`src/rtl/led_pwm_pkg.sv`:
```
// Shared register-map constants and CTRL layout for the Avalon LED PWM driver.
package led_pwm_pkg;

    localparam int ADDR_CTRL         = 0;
    localparam int ADDR_PRESCALE     = 1;
    localparam int ADDR_BLINK_MASK   = 2;
    localparam int ADDR_BLINK_PERIOD = 3;
    localparam int ADDR_DUTY_BASE    = 4;

    localparam int CTRL_EN  = 0;
    localparam int CTRL_INV = 1;

    typedef struct packed {
        logic inv;
        logic en;
    } ctrl_t;

endpackage

```
`src/rtl/avalon_led_pwm_if.sv`:
```
// Avalon-MM s1 slave bundle for the LED PWM driver (16-bit data, no waitrequest).
interface avalon_led_pwm_if #(
    parameter int ADDR_W = 4
);
    logic [ADDR_W-1:0] avs_s1_address;
    logic              avs_s1_write;
    logic [15:0]       avs_s1_writedata;
    logic              avs_s1_read;
    logic [15:0]       avs_s1_readdata;

    modport master (
        output avs_s1_address, avs_s1_write, avs_s1_writedata, avs_s1_read,
        input  avs_s1_readdata
    );

    modport slave (
        input  avs_s1_address, avs_s1_write, avs_s1_writedata, avs_s1_read,
        output avs_s1_readdata
    );
endinterface

```
`src/rtl/led_pwm_channel.sv`:
```
// One LED channel: duty compare, blink gating, enable/invert, registered pin drive.
module led_pwm_channel #(
    parameter int PWM_BITS = 8
) (
    input  logic                clk,
    input  logic                rst,
    input  logic [PWM_BITS-1:0] duty,
    input  logic [PWM_BITS-1:0] pwm_cnt,
    input  logic                mask,
    input  logic                blink_phase,
    input  logic                en,
    input  logic                inv,
    output logic                led
);

    logic on_p0;
    logic g_p0;

    // all-ones duty is forced solid on; otherwise the top count value would be dark
    assign on_p0 = (&duty) || (pwm_cnt < duty);
    assign g_p0  = en && on_p0 && !(mask && !blink_phase);

    // stage p0 -> p1: registered LED pin
    always_ff @(posedge clk or posedge rst) begin
        if (rst) begin
            led <= 1'b0;
        end else begin
            led <= g_p0 ^ inv;
        end
    end

endmodule

```
`src/rtl/avalon_led_pwm.sv`:
```
// CHANNELS-wide PWM LED driver on Avalon-MM; register file, prescaler, PWM and blink counters.
// Readback of registers is built only when LED_PWM_READBACK_EN is defined.
module avalon_led_pwm
    import led_pwm_pkg::*;
#(
    parameter int CHANNELS   = 8,
    parameter int PWM_BITS   = 8,
    parameter int PRESCALE_W = 16,
    parameter int ADDR_W     = 4
) (
    input  logic                 csi_clk,
    input  logic                 csi_reset,
    avalon_led_pwm_if.slave      avs,
    output logic [CHANNELS-1:0]  coe_led
);

    ctrl_t                  ctrl;
    logic [PRESCALE_W-1:0]  prescale;
    logic [CHANNELS-1:0]    blink_mask;
    logic [7:0]             blink_period;
    logic [PWM_BITS-1:0]    duty [CHANNELS];

    logic [PRESCALE_W-1:0]  pre_cnt;
    logic [PWM_BITS-1:0]    pwm_cnt;
    logic [7:0]             blk_cnt;
    logic                   blink_phase;

    logic wr_ctrl, wr_prescale, wr_mask, wr_period;
    logic tick, wrap;

    assign wr_ctrl     = avs.avs_s1_write && (avs.avs_s1_address == ADDR_W'(ADDR_CTRL));
    assign wr_prescale = avs.avs_s1_write && (avs.avs_s1_address == ADDR_W'(ADDR_PRESCALE));
    assign wr_mask     = avs.avs_s1_write && (avs.avs_s1_address == ADDR_W'(ADDR_BLINK_MASK));
    assign wr_period   = avs.avs_s1_write && (avs.avs_s1_address == ADDR_W'(ADDR_BLINK_PERIOD));

    always_ff @(posedge csi_clk or posedge csi_reset) begin
        if (csi_reset) begin
            ctrl         <= '0;
            prescale     <= '0;
            blink_mask   <= '0;
            blink_period <= '0;
            for (int i = 0; i < CHANNELS; i++) duty[i] <= '0;
        end else begin
            if (wr_ctrl) begin
                ctrl <= '{inv: avs.avs_s1_writedata[CTRL_INV], en: avs.avs_s1_writedata[CTRL_EN]};
            end
            if (wr_prescale) prescale     <= avs.avs_s1_writedata[PRESCALE_W-1:0];
            if (wr_mask)     blink_mask   <= avs.avs_s1_writedata[CHANNELS-1:0];
            if (wr_period)   blink_period <= avs.avs_s1_writedata[7:0];
            for (int i = 0; i < CHANNELS; i++) begin
                if (avs.avs_s1_write && (avs.avs_s1_address == ADDR_W'(ADDR_DUTY_BASE + i))) begin
                    duty[i] <= avs.avs_s1_writedata[PWM_BITS-1:0];
                end
            end
        end
    end

    // a PRESCALE write restarts the prescaler and swallows any tick on that edge
    assign tick = ctrl.en && !wr_prescale && (pre_cnt == prescale);
    assign wrap = tick && (&pwm_cnt);

    always_ff @(posedge csi_clk or posedge csi_reset) begin
        if (csi_reset) begin
            pre_cnt     <= '0;
            pwm_cnt     <= '0;
            blk_cnt     <= '0;
            blink_phase <= 1'b0;
        end else if (!ctrl.en) begin
            pre_cnt     <= '0;
            pwm_cnt     <= '0;
            blk_cnt     <= '0;
            blink_phase <= 1'b0;
        end else begin
            if (wr_prescale || tick) pre_cnt <= '0;
            else                     pre_cnt <= pre_cnt + 1'b1;
            if (tick) pwm_cnt <= pwm_cnt + 1'b1;
            if (wrap) begin
                if (blk_cnt == blink_period) begin
                    blk_cnt     <= '0;
                    blink_phase <= !blink_phase;
                end else begin
                    blk_cnt <= blk_cnt + 1'b1;
                end
            end
        end
    end

    for (genvar i = 0; i < CHANNELS; i++) begin : g_ch
        led_pwm_channel #(
            .PWM_BITS (PWM_BITS)
        ) u_ch (
            .clk         (csi_clk),
            .rst         (csi_reset),
            .duty        (duty[i]),
            .pwm_cnt     (pwm_cnt),
            .mask        (blink_mask[i]),
            .blink_phase (blink_phase),
            .en          (ctrl.en),
            .inv         (ctrl.inv),
            .led         (coe_led[i])
        );
    end

`ifdef LED_PWM_READBACK_EN
    logic [15:0] rd_mux;
    logic        unused_bits;

    always_comb begin
        rd_mux = '0;
        if (avs.avs_s1_address == ADDR_W'(ADDR_CTRL))         rd_mux = {14'd0, ctrl.inv, ctrl.en};
        if (avs.avs_s1_address == ADDR_W'(ADDR_PRESCALE))     rd_mux = 16'(prescale);
        if (avs.avs_s1_address == ADDR_W'(ADDR_BLINK_MASK))   rd_mux = 16'(blink_mask);
        if (avs.avs_s1_address == ADDR_W'(ADDR_BLINK_PERIOD)) rd_mux = {8'd0, blink_period};
        for (int i = 0; i < CHANNELS; i++) begin
            if (avs.avs_s1_address == ADDR_W'(ADDR_DUTY_BASE + i)) rd_mux = 16'(duty[i]);
        end
    end

    always_ff @(posedge csi_clk or posedge csi_reset) begin
        if (csi_reset) begin
            avs.avs_s1_readdata <= '0;
        end else if (avs.avs_s1_read) begin
            avs.avs_s1_readdata <= rd_mux;
        end
    end

    assign unused_bits = ^avs.avs_s1_writedata;
`else
    logic unused_bits;

    assign avs.avs_s1_readdata = 16'h0000;
    assign unused_bits         = ^{avs.avs_s1_writedata, avs.avs_s1_read};
`endif

endmodule

```
`src/flat_wrapper.sv`:
```
// flat-port wrapper written by rule: the top's interface ports become plain ports
module avalon_led_pwm_flat import led_pwm_pkg::*;
#(
    parameter int CHANNELS   = 8,
    parameter int PWM_BITS   = 8,
    parameter int PRESCALE_W = 16,
    parameter int ADDR_W     = 4
)
  (csi_clk, csi_reset, coe_led, avs_avs_s1_address, avs_avs_s1_write, avs_avs_s1_writedata, avs_avs_s1_read, avs_avs_s1_readdata);
  avalon_led_pwm_if #(.ADDR_W(ADDR_W)) avs_i ();
  input  logic csi_clk;
  input  logic csi_reset;
  output logic [CHANNELS-1:0] coe_led;
  input wire logic [$bits(avs_i.avs_s1_address)-1:0] avs_avs_s1_address;
  input wire logic [$bits(avs_i.avs_s1_write)-1:0] avs_avs_s1_write;
  input wire logic [$bits(avs_i.avs_s1_writedata)-1:0] avs_avs_s1_writedata;
  input wire logic [$bits(avs_i.avs_s1_read)-1:0] avs_avs_s1_read;
  output wire logic [$bits(avs_i.avs_s1_readdata)-1:0] avs_avs_s1_readdata;
  assign avs_i.avs_s1_address = avs_avs_s1_address;
  assign avs_i.avs_s1_write = avs_avs_s1_write;
  assign avs_i.avs_s1_writedata = avs_avs_s1_writedata;
  assign avs_i.avs_s1_read = avs_avs_s1_read;
  assign avs_avs_s1_readdata = avs_i.avs_s1_readdata;
  avalon_led_pwm #(.CHANNELS(CHANNELS), .PWM_BITS(PWM_BITS), .PRESCALE_W(PRESCALE_W), .ADDR_W(ADDR_W)) u_core (.csi_clk(csi_clk), .csi_reset(csi_reset), .avs(avs_i), .coe_led(coe_led));
endmodule
```
`config.mk`:
```
export PLATFORM = sky130hd
export DESIGN_NAME = avalon_led_pwm_flat
export DESIGN_NICKNAME = d
export VERILOG_FILES = /design/src/rtl/led_pwm_pkg.sv /design/src/rtl/avalon_led_pwm_if.sv /design/src/rtl/led_pwm_channel.sv /design/src/rtl/avalon_led_pwm.sv /design/src/flat_wrapper.sv
export SDC_FILE = /design/constraint.sdc
export NUM_CORES = 1
export LEC_CHECK = 0
export ABC_AREA = 1
export CORE_MARGIN = 1.5
export CORE_UTILIZATION = 35
export DETAILED_ROUTE_END_ITERATION = 16
export PLACE_DENSITY = 0.62
export SLEW_MARGIN = 20
export SYNTH_ARGS = -nofsm -noshare
export SYNTH_HDL_FRONTEND = slang
export SYNTH_SLANG_ARGS = --single-unit
```
`constraint.sdc`:
```
create_clock -name csi_clk -period 4.5 [get_ports csi_clk]
set_clock_uncertainty 0.05 [all_clocks]
set_input_delay 0.9 -clock csi_clk [delete_from_list [all_inputs] [get_ports csi_clk]]
set_output_delay 0.9 -clock csi_clk [all_outputs]
set_load 0.01 [all_outputs]
```
==> flow_summary.toml, run 1 <==
[pwr]
power_density_nw_per_um2 = 441
cellLeakagePower_nw = 4.29
fin_total_pwr_mw = 3.91
worst_ir_drop_vdd_mv = 0.274

[timing]
final_hold_viol_count = 0
final_max_slew_violation_count = 0
slew_headroom_pct = 43.6
tns_ns = 0
fin_worst_hold_slack_ns = 0.432
clock.fmax_mhz = 365
fin_ws_ns = 1.76
worst_pin_slew_ns = 0.843
setup_violations_final = 0
period_share_pct = 60.9
rsz0062_at_grt = "false"
min_period_ns = 2.74

[yosys]
synth_cell_types = 33
synth_edf_count = 0
synthArstFlopShare_pct = 100
synthDominantAreaCellType = "dfrtp_1"
ys_dominant_reg_cell = "dfrtp_1"
synth_area_per_cell_um2 = 8.09
synthTopCellsByArea = "dfrtp_1 45%, nand2_1 13%, ha_1 9.5%"
netlist_top_cells_count = "267 x nand2_1, 139 x dfrtp_1, 116 x inv_1"
synth_most_common_cell = "nand2_1"
syn-instance-count = 962
yosysSeqAreaShare_pct = 44.7
number_of_warnings_reported_in_the_yosys_synthesis_log = 0
synth_top_cell_area_share_pct = 44.7
synth-seq-cells = 139
post_synth_design_cell_area_um2 = 7780

[global_routing]
grt_overflow_total = 0
grt_antenna_before_repair = 0
globalRouteTotalUtil_pct = 16.2
first_pass_grt_wire_length_mm = 29.5
first_global_vias = 5851
maximum_number_of_pins_on_one_net_before_global_route_repair = 67

[floorplan]
dieArea_um2 = 23100
floorplan.rows = 54
floorplan.core_area_um2 = 21800
floorplan.initialDensity_pct = 35.7
die-height_um = 152
dieWidth_um = 152
io_pins = 48

[routing]
drc = 0
wire_per_inst_um = 13.8
route.final.wire_length_mm = 17.7
number_of_vias_in_the_routed_layout = 6102
ant_nets = 0
drt-initial-drc-count = 412
dr.pass1.iters = 5
route.detailed.vias_per_inst = 4.77

[finish]
layout_cell_share_with_drive_strength_beyond_1_pct = 6.81
n_fill_cell = 2207
diodes = 0
post_layout_nonfiller_instances = 1278
final_net_count = 1071
area.sequential_um2 = 3480
synthToLayoutAreaGrowth_pct = 14.0
fin_util_pct = 40.6
final_design_area_no_fill_um2 = 8870
multi_input_area_um2 = 3630

[run]
cap_violations = 0

[clock_network]
ctsResizeCount = 0
cts.clk_slew.worst_paths_ns = 0.06
tritoncts = "built"
worstSkewPairLatency_ns = 0.43
cts.hold.buffers_added = 0
cts_max_level = 4
post-cts-setup-buffers = 0
cts_buffer_depth = 2
cts-buffers-inserted = 17
clock-root-buffer = "clkbuf_16"
cts.sinks = 139

[hold_path]
min_to = "u_core.duty[63]$_DFFE_PP0P_"
timing.hold.worst.start = "u_core.duty[63]$_DFFE_PP0P_"
hold-path-cell-count = 2
worst_hold_path_class = "reg -> reg"

[setup_path]
worst-endpoint-required_ns = 4.76
r2r_cell_count = 8
r2r-end = "u_core.blk_cnt[4]$_DFFE_PP0P_"
worstSetupEndpointType = "flop"
crit_arrival_ns = 3.00
ff2ff_setup_slack_ns = 2.18
critPathLaunchType = "input pin"
reg2reg_from = "u_core.pwm_cnt[1]$_DFFE_PP0P_"
critPathMaxFanout = 33
critical_path_class = "in -> reg"

[place]
hpwl_detailed_mm = 12.1
port-buffer-count = 30
placed_area_um2 = 8270
gp_congestion = 0.793
numPlacedInstances = 1249
placement.setup.worst_slack_ns = 1.34

[outcome]
outcome = "completed"
[per-layer routing]
metal / GRT usage, % / routed length [µm]
met3: 3.45 / 841
met5: 0 / 0
met1: 20.1 / 8150
met2: 27.3 / 8310
met4: 6.75 / 404
[placed cells by master, fill, tap and decap left out, types with 4 or more instances in the layout]
master / Yosys / final
inv_1: 116 / 115
a211oi_1: 8 / 8
nor2_2: 13 / 13
nor2_1: 58 / 58
o21ai_0: 106 / 106
nand2_1: 267 / 267
nand3_1: 37 / 37
o21ai_2: 4 / 4
xnor2_1: 13 / 13
a21oi_1: 33 / 33
nor4_1: 14 / 14
ha_1: 59 / 59
clkbuf_16: 0 / 17
xor2_1: 16 / 16
inv_2: 6 / 6
clkbuf_8: 0 / 4
clkdlybuf4s50_1: 0 / 30
dfrtp_1: 139 / 139
nor3_1: 5 / 5
nand4_1: 10 / 10
conb_1: 1 / 16
[area by class of cell]
type	count	area share, %
Tap cell	280	3.95
Timing Repair Buffer	34	3.87
Multi-Input combinational cell	673	40.9
Inverter	123	5.28
Clock buffer	22	5.46
Clock inverter	7	1.30
Sequential cell	139	39.2
[state kept, by name, summed over array words and instances (netlist names)]
signal	count
u_core.g_ch.u_ch.led	8
u_core.blk_cnt	8
u_core.blink_mask	8
u_core.blink_period	8
u_core.ctrl	2
u_core.duty	64
u_core.pwm_cnt	8
u_core.pre_cnt	16
u_core.prescale	16
u_core.blink_phase	1
[power breakdown]
part / internal, mW / leakage [nW] / switching (mW) / total, mW
clock network: 0.918 / 0.290 / 0.517 / 1.43
logic: 0.329 / 2.24 / 0.512 / 0.841
registers: 1.48 / 1.77 / 0.152 / 1.64
[cells by family (layout without fill, tap and decap cells)]
group	count (synthesis)	count (layout)	share of synthesized area [%]
xor gates and xnor gates	29	29	3.26
adders and majority gates	59	59	9.49
DFF	139	139	44.7
AOI/OAI and AO/OA	155	155	10.5
other	1	16	0.0482
buffers and inverters	165	186	9.39
and+or+nand+nor	413	413	22.5
muxes	1	1	0.145
[worst max-delay path, cell delays in order]
cell and delay, ns:
clkdlybuf4s50_1 0.57, nor2_2 0.08, nand3_2 0.06, buf_4 0.33
nand2_1 0.09, nor2_1 0.13, nand3_2 0.19, nand2_4 0.22
nand2_2 0.21, nand2_1 0.13, o21ai_2 0.05
[worst max path at each step]
stage	from	endpoint	slack (ns)	depth (start not counted)
2_1_floorplan	csi_reset	u_core.blink_mask[0]$_DFFE_PP0P_	1.81	1
3_3_place_gp	avs_avs_s1_address[1]	u_core.blk_cnt[5]$_DFFE_PP0P_	1.36	11
3_5_place_dp	avs_avs_s1_address[1]	u_core.blk_cnt[3]$_DFFE_PP0P_	1.34	11
4_1_cts	avs_avs_s1_address[1]	u_core.blk_cnt[3]$_DFFE_PP0P_	1.78	11
5_1_grt	avs_avs_s1_address[1]	u_core.blk_cnt[5]$_DFFE_PP0P_	1.58	11
6_report	avs_avs_s1_address[1]	u_core.blk_cnt[4]$_DFFE_PP0P_	1.76	11
(Power assumes the default switching activity.)
==> inputs of run 2 (changes only) <==
Settings changed: PLACE_DENSITY 0.62 to 0.6.
Clock period 4.5 ns to 2.6 ns, I/O delays scaled along.
==> run 2 against run 1 <==
Against the previous run: sequential share of layout area is 0.89 points lower; core utilization is 0.95 points higher; hold slack worse by 0.015 ns; critical path depth is 1 lower; critical path type is now reg -> reg; critical endpoint is now u_core.g_ch[6].u_ch.led$_DFF_PP0_.
==> flow_summary.toml, run 2 (same netlist as run 1, synthesis figures left out) <==
[global_routing]
grt_antenna_before_repair = 0
first_pass_grt_wire_length_mm = 30.7
first_global_vias = 5987
maximum_number_of_pins_on_one_net_before_global_route_repair = 47
globalRouteTotalUtil_pct = 16.8
grt_overflow_total = 0

[routing]
drc = 0
wire_per_inst_um = 14.1
route.final.wire_length_mm = 18.3
route.detailed.vias_per_inst = 4.75
ant_nets = 0
drt-initial-drc-count = 341
dr.pass1.iters = 5
number_of_vias_in_the_routed_layout = 6185

[finish]
synthToLayoutAreaGrowth_pct = 16.6
commonest_cells_after_routing_fill_and_taps_aside = "267 x nand2_1, 139 x dfrtp_1, 115 x inv_1"
final_net_count = 1092
largest_register_ff_count = 64
layout_cell_share_with_drive_strength_beyond_1_pct = 8.81
fin_util_pct = 41.6
top_register = "u_core.duty"
post_layout_nonfiller_instances = 1301
diodes = 0
largestRegisters = "u_core.duty: 64 flops, u_core.pre_cnt: 16 flops, u_core.prescale: 16 flops"
layout_commonest_cell = "nand2_1"

[pwr]
power_density_nw_per_um2 = 761
worst_ir_drop_vdd_mv = 0.291
cellLeakagePower_nw = 4.43

[place]
port-buffer-count = 30
hpwl_detailed_mm = 12.9
numPlacedInstances = 1270
gp_congestion = 0.798

[setup_path]
r2r-end = "u_core.g_ch[6].u_ch.led$_DFF_PP0_"
ff2ff_setup_slack_ns = 0.61
critPathMostFrequentCell = "nand2_1"
critPathLaunchType = "flop"
reg2reg_from = "u_core.pwm_cnt[5]$_DFFE_PP0P_"
crit_arrival_ns = 2.25
cp_slowest_stage_delay_ns = 0.68
critical_path_class = "reg -> reg"
critPathMaxFanout = 11
worst-endpoint-required_ns = 2.86
worstPathCellList = "buf_4 > ha_1 > a21oi_1 > nor2_1 > a211oi_1 > nand2_1 > nand2_1 > nand2_1 > nand2_1 > nand2_1"
slowest_stage = "dfrtp_1"
worstSetupEndpointType = "flop"
r2r_cell_count = 10

[timing]
worst_pin_slew_ns = 0.661
tns_ns = 0
clock.fmax_mhz = 503
setup_violations_final = 0
min_period_ns = 1.99
final_max_slew_violation_count = 0
slew_headroom_pct = 56.0
rsz0062_at_grt = "false"
final_hold_viol_count = 0
period_share_pct = 76.5

[clock_network]
cts-buffers-inserted = 17
cts_max_level = 4
worstSkewPairLatency_ns = 0.42
cts.sinks = 139
ctsResizeCount = 0
clock-root-buffer = "clkbuf_16"
tritoncts = "built"
post-cts-setup-buffers = 0
cts.hold.buffers_added = 0
cts_buffer_depth = 2
cts.clk_slew.worst_paths_ns = 0.06

[floorplan]
io_pins = 48
floorplan.core_area_um2 = 21800
floorplan.initialDensity_pct = 35.7
floorplan.rows = 54
dieWidth_um = 152
die-height_um = 152
dieArea_um2 = 23100

[run]
cap_violations = 0

[outcome]
outcome = "completed"

[hold_path]
worst_hold_path_class = "in -> async"
-- run 2: worst max path at each step --
stage,startpoint,endpoint
2_1_floorplan,csi_reset,u_core.blink_mask[0]$_DFFE_PP0P_
3_3_place_gp,avs_avs_s1_address[1],u_core.pre_cnt[12]$_DFF_PP0_
3_5_place_dp,avs_avs_s1_address[1],u_core.pre_cnt[12]$_DFF_PP0_
4_1_cts,avs_avs_s1_address[3],u_core.pre_cnt[12]$_DFF_PP0_
5_1_grt,avs_avs_s1_address[1],u_core.pre_cnt[13]$_DFF_PP0_
6_report,u_core.pwm_cnt[5]$_DFFE_PP0P_,u_core.g_ch[6].u_ch.led$_DFF_PP0_
-- run 2: area by class of cell --
type	instances	area, µm²
clock inverter	6	108
sequential	139	3480
multi-input combinational	673	3630
timing repair buffer	55	526
inverter	123	468
fill	2188	12700
tap	280	350
clock buffer	25	515
-- run 2: per-layer routing --
layer	part of all wire [%]	up-vias	GRT usage, %
met4	1.7	0	5.46
met2	47	101	27.1
met5	0	-	0
li1	-	3150	-
met3	3.6	23	3.34
met1	48	2911	22.5
-- run 2: metrics by stage --
stage / total power, mW / setup slack, ns / hold WS, ns / instance area [µm²]
5_1_grt: 7.35 / 0.421 / 0.453 / 9070
4_1_cts: 6.96 / 0.603 / 0.422 / 9070
2_1_floorplan: 3.95 / 0.295 / 0.400 / 7840
3_5_place_dp: 4.39 / 0.148 / 0.423 / 8450
3_3_place_gp: 4.34 / 0.168 / 0.416 / 8450
6_report: 6.91 / 0.611 / 0.417 / 9070
-- run 2: power by group --
part           internal (mW)  total [mW]  switching, mW  leakage [nW]
sequential              2.57        2.79          0.220          1.77
clock                   1.65        2.56          0.901         0.305
combinational          0.602        1.57          0.963          2.35
-- run 2: critical path, delay by kind of cell, from the launching register on --
| family | cells | cell delay, ns |
|---|---|---|
| AOI/OAI and AO/OA | 2 | 0.33 |
| adders and majority gates | 1 | 0.24 |
| buffers and inverters | 1 | 0.22 |
| DFF | 1 | 0.68 |
| and+or+nand+nor | 6 | 0.35 |
==> inputs of run 3 (changes only) <==
Settings changed: PLACE_DENSITY 0.6 to 0.62.
Clock period 2.6 ns to 1.8 ns, I/O delays scaled along.
==> run 3 against run 2 <==
Against the previous run: count of clock-buffer cells in the layout down 3; combinational power up 61%; final area up 8.6%; first-iteration DRC count up 18%; largest cell class unchanged; clock power up 43%; fmax up 12%; core utilization up 3.6 points; sequential share of layout area down 3.0 points; die area unchanged; global-route usage down 0.084 points.
==> flow_summary.toml, run 3 (same netlist as run 1, synthesis figures left out) <==
[finish]
final_net_count = 1138
top_register = "u_core.duty"
post_layout_nonfiller_instances = 1348
largest_register_ff_count = 64
layout_commonest_cell = "nand2_1"
commonest_cells_after_routing_fill_and_taps_aside = "257 x nand2_1, 138 x dfrtp_1, 115 x inv_1"
synthToLayoutAreaGrowth_pct = 26.7
layout_cell_share_with_drive_strength_beyond_1_pct = 17.1
largestRegisters = "u_core.duty: 64 flops, u_core.pre_cnt: 16 flops, u_core.prescale: 16 flops"
diodes = 0

[floorplan]
dieArea_um2 = 23100
floorplan.initialDensity_pct = 35.7
dieWidth_um = 152
io_pins = 48
floorplan.core_area_um2 = 21800
floorplan.rows = 54
die-height_um = 152

[global_routing]
grt_antenna_before_repair = 0
first_global_vias = 6266
globalRouteTotalUtil_pct = 16.7
first_pass_grt_wire_length_mm = 30.8
grt_overflow_total = 0
maximum_number_of_pins_on_one_net_before_global_route_repair = 74

[run]
cap_violations = 0

[clock_network]
cts.hold.buffers_added = 0
tritoncts = "built"
cts-buffers-inserted = 17
cts_max_level = 4
worstSkewPairLatency_ns = 0.43
clock-root-buffer = "clkbuf_16"
cts.clk_slew.worst_paths_ns = 0.06
cts_buffer_depth = 2
cts.sinks = 139

[place]
hpwl_detailed_mm = 13.0
numPlacedInstances = 1315
gp_congestion = 0.819
placement.setup.worst_slack_ns = -0.186
port-buffer-count = 30

[setup_path]
critPathMaxFanout = 5
critPathLaunchType = "flop"
ff2ff_setup_slack_ns = 0.03
worstSetupEndpointType = "flop"
critical_path_class = "reg -> reg"
worst-endpoint-required_ns = 2.06
crit_arrival_ns = 2.03

[pwr]
cellLeakagePower_nw = 4.68
worst_ir_drop_vdd_mv = 0.591
fin_total_pwr_mw = 10.2
power_density_nw_per_um2 = 1040

[routing]
ant_nets = 0
route.detailed.vias_per_inst = 4.76
drt-initial-drc-count = 401
route.final.wire_length_mm = 18.9
number_of_vias_in_the_routed_layout = 6419
wire_per_inst_um = 14.0
drc = 0
dr.pass1.iters = 8

[timing]
clock.fmax_mhz = 566
tns_ns = 0
rsz0062_at_grt = "true"
final_hold_viol_count = 0
fin_worst_hold_slack_ns = 0.358
fin_ws_ns = 0.0321
final_max_slew_violation_count = 0
period_share_pct = 98.2
min_period_ns = 1.77
setup_violations_final = 0

[outcome]
outcome = "completed"

[hold_path]
worst_hold_path_class = "in -> async"
## run 3: changes by cell type in the layout (fill, tap and decap cells not counted), sizes merged
cell	change
clkbuf	-3
clkinv	+1
clkinvlp	+3
buf	+46
## run 3: repair_timing
| item | CTS | global route |
|---|---|---|
| resized for setup | 9 | 42 |
| buffers inserted | 0 | 1 |
| pin swaps | 7 | 16 |
| endpoints found under the hold margin | 0 | 0 |
| setup endpoints to repair | 7 | 19 |
## run 3: critical path: stages, from the launching register on
cell	delay [ns]
dfrtp_2	0.44
buf_12	0.16
ha_1	0.30
a21oi_1	0.13
nor2_1	0.06
a211oi_2	0.13
nand2_1	0.08
nand2_2	0.11
nand2_1	0.06
nand2_1	0.06
nand2_1	0.05
## run 3: power by group
part	switching, mW	internal (mW)
combinational	1.48	1.05
sequential	0.315	3.71
clock	1.35	2.32
total	3.14	7.08
## run 3: per-stage QoR
| stage | utilization [%] | instance area (µm²) |
|---|---|---|
| final | 45.2 | 9860 |
| after global routing | 45.2 | 9860 |
| after CTS | 43.8 | 9570 |
| after detailed placement | 40.8 | 8900 |
| after global placement | 40.8 | 8900 |
| after floorplan | - | 7840 |
## run 3: area by class of cell
cell class | instances | area [µm²]
Fill cell | 2113 | 12000
Tap cell | 280 | 350
Clock buffer | 22 | 484
Timing Repair Buffer | 101 | 987
Inverter | 123 | 468
Sequential cell | 139 | 3480
Clock inverter | 10 | 139
Multi-Input combinational cell | 673 | 3950
## run 3: worst paths after layout
| check | from | to | cells after the start |
|---|---|---|---|
| max in group asynchronous | csi_reset | u_core.prescale[10]$_DFFE_PP0P_ | 3 |
| worst max-delay path | u_core.pwm_cnt[5]$_DFFE_PP0P_ | u_core.g_ch[4].u_ch.led$_DFF_PP0_ | 10 |
| min in group csi_clk | u_core.duty[49]$_DFFE_PP0P_ | u_core.duty[49]$_DFFE_PP0P_ | 2 |
| worst min-delay path | csi_reset | u_core.duty[40]$_DFFE_PP0P_ | 3 |
| worst min register to register | u_core.duty[49]$_DFFE_PP0P_ | u_core.duty[49]$_DFFE_PP0P_ | 2 |
| worst max register to register | u_core.pwm_cnt[5]$_DFFE_PP0P_ | u_core.g_ch[4].u_ch.led$_DFF_PP0_ | 10 |
## run 3: per-layer routing
| metal | routed length, µm | share of wire (%) | track usage (%) |
|---|---|---|---|
| met5 | 0 | 0 | 0 |
| met4 | 415 | 2.2 | 6.33 |
| met3 | 694 | 3.7 | 3.25 |
| met2 | 9130 | 48 | 27.8 |
| met1 | 8690 | 46 | 21.4 |
